### config.mk
export PLATFORM = sky130hd
export DESIGN_NAME = k10_pmp_arb
export DESIGN_NICKNAME = d
export VERILOG_FILES = /design/src/rtl/komandara_k10_pkg.sv /design/src/rtl/k10_pmp_arb.sv
export SDC_FILE = /design/constraint.sdc
export NUM_CORES = 1
export LEC_CHECK = 0
export ABC_AREA = 1
export CAP_MARGIN = 15
export CORE_MARGIN = 3
export CORE_UTILIZATION = 40
export CTS_CLUSTER_DIAMETER = 30
export DETAILED_ROUTE_END_ITERATION = 10
export HOLD_SLACK_MARGIN = 0.08
export PLACE_DENSITY = 0.74
export SLEW_MARGIN = 20
export SYNTH_ARGS = -nofsm -noshare
export SYNTH_HDL_FRONTEND = slang
export SYNTH_SLANG_ARGS = --single-unit
### constraint.sdc
create_clock -name i_clk -period 2.1 [get_ports i_clk]
set_input_delay 0.315 -clock i_clk [delete_from_list [all_inputs] [get_ports i_clk]]
set_output_delay 0.315 -clock i_clk [all_outputs]
set_load 0.01 [all_outputs]
### src/rtl/komandara_k10_pkg.sv
// ============================================================================
// Module   : komandara_k10_pkg
// Brief    : Shared K10 core types: privilege levels and PMP arbiter encodings
// Revision : 1.0 - initial release
// ============================================================================
`default_nettype none

package komandara_k10_pkg;

  typedef enum logic [1:0] {
    PRIV_U = 2'b00,
    PRIV_S = 2'b01,
    PRIV_M = 2'b11
  } priv_lvl_e;

  typedef enum logic [1:0] {
    IDLE   = 2'd0,
    CHECK0 = 2'd1,
    CHECK1 = 2'd2,
    RESP   = 2'd3
  } pmp_arb_state_e;

  typedef enum logic {
    SRC_IF  = 1'b0,
    SRC_LSU = 1'b1
  } pmp_req_src_e;

  localparam logic [1:0] SIZE_WORD    = 2'd2;
  localparam logic [1:0] SIZE_ILLEGAL = 2'd3;

endpackage

`default_nettype wire

### src/rtl/k10_pmp_arb.sv
// ============================================================================
// Module   : k10_pmp_arb
// Brief    : Round-robin sequencer sharing one PMP checker between IF and LSU.
//            Define K10_PMP_SPLIT_EN to also check the last byte of misaligned
//            accesses and deny accesses wrapping past the top of memory.
// Revision : 1.0 - initial release
// ============================================================================
`default_nettype none

module k10_pmp_arb
  import komandara_k10_pkg::*;
(
  input  logic        i_clk,
  input  logic        i_rst,
  input  logic        i_if_req,
  input  logic [31:0] i_if_addr,
  input  priv_lvl_e   i_if_priv,
  output logic        o_if_gnt,
  output logic        o_if_rvalid,
  output logic        o_if_allowed,
  input  logic        i_lsu_req,
  input  logic [31:0] i_lsu_addr,
  input  logic        i_lsu_we,
  input  logic [1:0]  i_lsu_size,
  input  priv_lvl_e   i_lsu_priv,
  output logic        o_lsu_gnt,
  output logic        o_lsu_rvalid,
  output logic        o_lsu_allowed,
  input  logic        i_pmp_cfg_wr,
  output logic [31:0] o_pmp_addr,
  output priv_lvl_e   o_pmp_priv,
  output logic        o_pmp_read,
  output logic        o_pmp_write,
  output logic        o_pmp_exec,
  input  logic        i_pmp_allowed
);

  pmp_arb_state_e state_q, state_d;
  pmp_req_src_e   last_q, last_d;
  pmp_req_src_e   src_q, src_d;
  logic [31:0]    addr_q, addr_d;
  priv_lvl_e      priv_q, priv_d;
  logic           we_q, we_d;
  logic [1:0]     size_q, size_d;
  logic           ok_q, ok_d;
  logic [31:0]    pmp_addr_q, pmp_addr_d;
  priv_lvl_e      pmp_priv_q, pmp_priv_d;

  logic gnt_if, gnt_lsu;
  logic illegal_size;
  logic need_check1;
  logic force_deny;

  assign illegal_size = (size_q == SIZE_ILLEGAL);

`ifdef K10_PMP_SPLIT_EN
  logic [32:0] end_sum;

  // Carry out of bit 31 means the access wraps past 0xFFFFFFFF.
  assign end_sum     = {1'b0, addr_q} + (33'd1 << size_q) - 33'd1;
  assign force_deny  = end_sum[32];
  assign need_check1 = ((size_q == 2'd1) && (addr_q[1:0] == 2'b11)) ||
                       ((size_q == SIZE_WORD) && (addr_q[1:0] != 2'b00));
`else
  assign force_deny  = 1'b0;
  assign need_check1 = 1'b0;
`endif

  // Ties go to whichever requester was not served last.
  always_comb begin
    gnt_if  = 1'b0;
    gnt_lsu = 1'b0;
    if ((state_q == IDLE) && !i_rst) begin
      gnt_if  = i_if_req && (!i_lsu_req || (last_q == SRC_LSU));
      gnt_lsu = i_lsu_req && !gnt_if;
    end
  end

  always_ff @(posedge i_clk) begin
    if (i_rst) begin
      state_q    <= IDLE;
      last_q     <= SRC_LSU;
      src_q      <= SRC_IF;
      addr_q     <= 32'd0;
      priv_q     <= PRIV_M;
      we_q       <= 1'b0;
      size_q     <= 2'd0;
      ok_q       <= 1'b0;
      pmp_addr_q <= 32'd0;
      pmp_priv_q <= PRIV_M;
    end else begin
      state_q    <= state_d;
      last_q     <= last_d;
      src_q      <= src_d;
      addr_q     <= addr_d;
      priv_q     <= priv_d;
      we_q       <= we_d;
      size_q     <= size_d;
      ok_q       <= ok_d;
      pmp_addr_q <= pmp_addr_d;
      pmp_priv_q <= pmp_priv_d;
    end
  end

  always_comb begin
    state_d = state_q;
    last_d  = last_q;
    src_d   = src_q;
    addr_d  = addr_q;
    priv_d  = priv_q;
    we_d    = we_q;
    size_d  = size_q;
    ok_d    = ok_q;
    case (state_q)
      IDLE: begin
        if (gnt_if) begin
          state_d = CHECK0;
          src_d   = SRC_IF;
          last_d  = SRC_IF;
          addr_d  = i_if_addr;
          priv_d  = i_if_priv;
          we_d    = 1'b0;
          size_d  = SIZE_WORD;
        end else if (gnt_lsu) begin
          state_d = CHECK0;
          src_d   = SRC_LSU;
          last_d  = SRC_LSU;
          addr_d  = i_lsu_addr;
          priv_d  = i_lsu_priv;
          we_d    = i_lsu_we;
          size_d  = i_lsu_size;
        end
      end
      CHECK0: begin
        if (i_pmp_cfg_wr) begin
          state_d = CHECK0;
          ok_d    = 1'b0;
        end else if (illegal_size || force_deny) begin
          state_d = RESP;
          ok_d    = 1'b0;
        end else begin
          state_d = need_check1 ? CHECK1 : RESP;
          ok_d    = i_pmp_allowed;
        end
      end
`ifdef K10_PMP_SPLIT_EN
      CHECK1: begin
        if (i_pmp_cfg_wr) begin
          state_d = CHECK0;
          ok_d    = 1'b0;
        end else begin
          state_d = RESP;
          ok_d    = ok_q & i_pmp_allowed;
        end
      end
`endif
      RESP:    state_d = IDLE;
      default: state_d = IDLE;
    endcase
  end

  always_comb begin
    o_if_gnt      = gnt_if;
    o_lsu_gnt     = gnt_lsu;
    o_if_rvalid   = (state_q == RESP) && !i_rst && (src_q == SRC_IF);
    o_lsu_rvalid  = (state_q == RESP) && !i_rst && (src_q == SRC_LSU);
    o_if_allowed  = o_if_rvalid && ok_q;
    o_lsu_allowed = o_lsu_rvalid && ok_q;
    o_pmp_addr    = pmp_addr_q;
    o_pmp_priv    = pmp_priv_q;
    o_pmp_read    = 1'b0;
    o_pmp_write   = 1'b0;
    o_pmp_exec    = 1'b0;
    case (state_q)
      CHECK0: begin
        o_pmp_addr  = addr_q;
        o_pmp_priv  = priv_q;
        o_pmp_read  = (src_q == SRC_LSU) && !we_q;
        o_pmp_write = (src_q == SRC_LSU) && we_q;
        o_pmp_exec  = (src_q == SRC_IF);
      end
`ifdef K10_PMP_SPLIT_EN
      CHECK1: begin
        o_pmp_addr  = end_sum[31:0];
        o_pmp_priv  = priv_q;
        o_pmp_read  = (src_q == SRC_LSU) && !we_q;
        o_pmp_write = (src_q == SRC_LSU) && we_q;
        o_pmp_exec  = (src_q == SRC_IF);
      end
`endif
      default: begin
      end
    endcase
    // Checker address/privilege stay parked on the last checked values.
    pmp_addr_d = o_pmp_addr;
    pmp_priv_d = o_pmp_priv;
  end

endmodule

`default_nettype wire
==> impl_metrics.toml <==
[worst_hold_path]
min-delay-start = "i_rst"
timing.hold.worst_endpoint = "last_q$_SDFFE_PP1P_"
whs_path_depth = 3
hold_path_class = "in -> reg"

[worst_setup_path]
crit_path_start_kind = "register"
r2r-end = "priv_q[1]$_SDFFE_PP1P_"
timing.critical_path.cells = "inv_1, nand2_4, inv_6, buf_6, or2_1, o21ai_1, inv_1, dlygate4sd2_1"
worst-r2r-cell-count = 8
required_ns = 1.78
crit_fanout = 10
crit_top_cell = "inv_1"
crit_type = "reg -> out"
rrSetupSlack_ns = 0.33
crit_path_top_delay_cell = "dfxtp_2"
critPathArrivalTime_ns = 1.68
endpoint_kind = "primary output"
rr_startpoint = "state_q[0]$_SDFFE_PP0P_"
critical-path-max-stage-delay_ns = 0.33

[placement]
dpl_worst_slack_ns = 0.0489
placed_cell_area_um2 = 5070
routabilityCongestion = 0.791
detailed_place_hpwl_um = 6840
port-buffer-count = 119

[layout]
layout-drive-gt1-share_pct = 15.5
final_net_count = 729
fillerInstances = 866
area_delta_synth_final_pct = 40.6
finalInstanceArea_um2 = 5340
number_of_antenna_repair_diodes = 0

[floorplan]
initial_core_util_pct = 42.3
die-height_um = 103
std_cell_rows = 34
placeableCoreArea_um2 = 8980
die-area_um2 = 10700
design.portCount = 120
die_x_um = 103

[power]
power_switching_mw = 1.17
part_of_the_power_in_registers_pct = 41.2
max-vdd-ir-drop_mv = 0.421
internal_power_of_the_cells_mw = 2.81
power_density_nw_per_um2 = 745
comb_power_share_pct = 27.9
power_mw = 3.98
p_clk_share_pct = 30.9
switching_share_pct = 29.3
power.leakage_nw = 2.77

[global_routing]
via_count_of_the_first_global_routing_pass = 3526
grt.total_usage_pct = 19.0
antenna_found_initial = 0
grt_pass1_wl_um = 16000
grt_start_max_net_pins = 72
grt_remaining_overflow = 0

[yosys]
synthCells = 539
yosys_warnings = 0
main_combinational_cell_family_by_area_after_synthesis = "simple AND/OR/NAND/NOR gates"
post_synth_num_cell_types = 27
synth-compound-area-share_pct = 9.76
synth-xor-area-share_pct = 0
synth_register_bits = 76
yosys.area_share.simple_pct = 36.8
mux_contribution_to_synthesized_area_pct = 0
postSynthNetCount = 616
synth.cell_area_um2 = 3800
post_synth.cell_area_avg_um2 = 7.04
part_of_the_yosys_area_used_for_sequential_elements_pct = 40.1
synth_adder_area_share_pct = 0

[clock_network]
htree_levels = 3
cts_post_setup_buffers_inserted = 0
cts_hold_repair.buffers = 0
cts_tree = "yes"
tritoncts.num_buffers = 9
cts_resized = 62
clock_latency_ns = 0.34
cts_max_path_buffers = 2
cts_num_sinks = 76
clkSlewWorstSetupHoldPaths_ns = 0.07
ctsRootBufferMaster = "clkbuf_8"

[route]
post-route-drc-count = 0
firstDrtPassIters = 4
detail_route.wl_per_cell_um = 12.8
num_vias = 3673
totalWireLength_um = 10000
initialDrtViolationCount = 168
drt.antenna.violating_nets = 0
via_per_inst = 4.69

[sta]
max_slew.worst_pin.slew_ns = 0.708
layout_worst_path_cycle_share_pct = 95.2
grt_setup_unrepaired = "true"
final_max_slew_viol_count = 0
hold_violations = 0
minimum_clock_period_after_layout_ns = 2.00
fmax_mhz = 500
max-slew-margin-rel_pct = 52.8
clock_skew_ns = 0.00681
finalSetupViolations = 0
postLayoutSetupSlackWorst_ns = 0.102
fin_worst_hold_slack_ns = 0.333

[status]
status = "complete, no violations"

[job]
cap_viol_max_count = 0
## sequential cells by signal (all words and copies together), names as in the netlist
signal and count:
pmp_addr_q 32, pmp_priv_q 2, addr_q 32, last_q 1
size_q 2, priv_q 2, src_q 1, state_q 2
ok_q 1, we_q 1
## placed cells by master (no fill, tap or decap), types with 7 or more instances in the layout
cell type	instances
inv_1	78
nor2_1	48
clkdlybuf4s50_1	78
dfxtp_1	75
dlygate4sd2_1	24
clkbuf_8	10
o21ai_0	42
o21ai_2	18
nor2_2	26
buf_4	9
or2_1	28
nand2_1	116
nand3b_1	32
clkbuf_2	7
o21ai_1	7
## cell usage after synthesis
cell / n / share of area (%)
buf_6: 8 / 2.4
nand3b_1: 32 / 6.3
a211oi_1: 1 / 0.20
inv_1: 78 / 7.7
a21boi_1: 1 / 0.20
buf_2: 7 / 0.92
dfxtp_1: 76 / 40
nor3_1: 4 / 0.53
o21ai_1: 13 / 1.7
buf_4: 5 / 0.99
nor2_8: 1 / 0.53
nand2_4: 2 / 0.59
nand3_4: 1 / 0.46
inv_2: 2 / 0.20
clkbuf_1: 11 / 1.1
nand3_1: 7 / 0.92
nor2_1: 48 / 4.7
nor2_4: 1 / 0.30
o21ai_0: 54 / 7.1
nand2_1: 116 / 11
or2_1: 28 / 4.6
clkbuf_2: 1 / 0.13
a21oi_1: 4 / 0.53
and2_1: 2 / 0.33
nand2_2: 6 / 0.99
nor2_2: 26 / 4.3
or2_2: 4 / 0.66
## cells by family (layout without fill, tap and decap cells)
| group | after synthesis | count (layout) |
|---|---|---|
| AOI/OAI and AO/OA | 73 | 73 |
| buffers and inverters | 112 | 230 |
| DFF | 76 | 76 |
| and+or+nand+nor | 278 | 278 |
## area by class of cell
| cell class | count | area (um2) | area share [%] |
|---|---|---|---|
| Multi-Input combinational cell | 351 | 1840 | 34.5 |
| Sequential cell | 76 | 1520 | 28.5 |
| Timing Repair Buffer | 134 | 1280 | 24.1 |
| Inverter | 80 | 305 | 5.72 |
| Tap cell | 126 | 158 | 2.95 |
| Clock buffer | 10 | 138 | 2.58 |
| Clock inverter | 6 | 87.6 | 1.64 |
## worst max path at each step
stage,startpoint,to,slack [ns],depth (start not counted)
final,state_q[1]$_SDFFE_PP0P_,o_pmp_addr[9],0.10,8
after CTS,state_q[1]$_SDFFE_PP0P_,o_pmp_addr[26],-0.006,8
after detailed placement,i_lsu_req,o_lsu_gnt,0.05,4
after global routing,state_q[1]$_SDFFE_PP0P_,o_pmp_addr[14],-0.02,8
after floorplan,state_q[1]$_SDFFE_PP0P_,o_pmp_addr[23],0.68,7
after global placement,i_lsu_req,o_lsu_gnt,0.06,4
## metal layers
metal / vias to the layer above / part of all wire (%) / global-route usage (%)
met4: 0 / 2.1 / 5.68
li1: 1864 / - / -
met2: 93 / 49 / 33.3
met5: - / 0 / 0
met1: 1695 / 44 / 23.1
met3: 21 / 5.3 / 4.49
## metrics by stage
stage | utilization (%) | std cells | setup TNS (ns)
CTS | 59.1 | 783 | -0.00579
finish | 59.5 | 783 | 0
detailed placement | 56.5 | 767 | 0
global placement | 56.5 | 767 | 0
floorplan | - | 539 | 0
global route | 59.5 | 783 | -0.0452
## power by group through the flow
stage	Clock (mW)	Combinational (mW)	Sequential, mW
CTS	1.26	1.10	1.64
detailed placement	0	1.15	1.66
finish	1.23	1.11	1.64
global route	1.32	1.24	1.65
global placement	0	1.12	1.66
floorplan	0	0.652	1.65
## critical path: cells and delay by family (launching register included)
family | cells | cell delay, ns
buf+inv | 5 | 0.61
simple gates | 2 | 0.30
flops | 1 | 0.33
compound gates | 1 | 0.10
(Power assumes the default switching activity.)
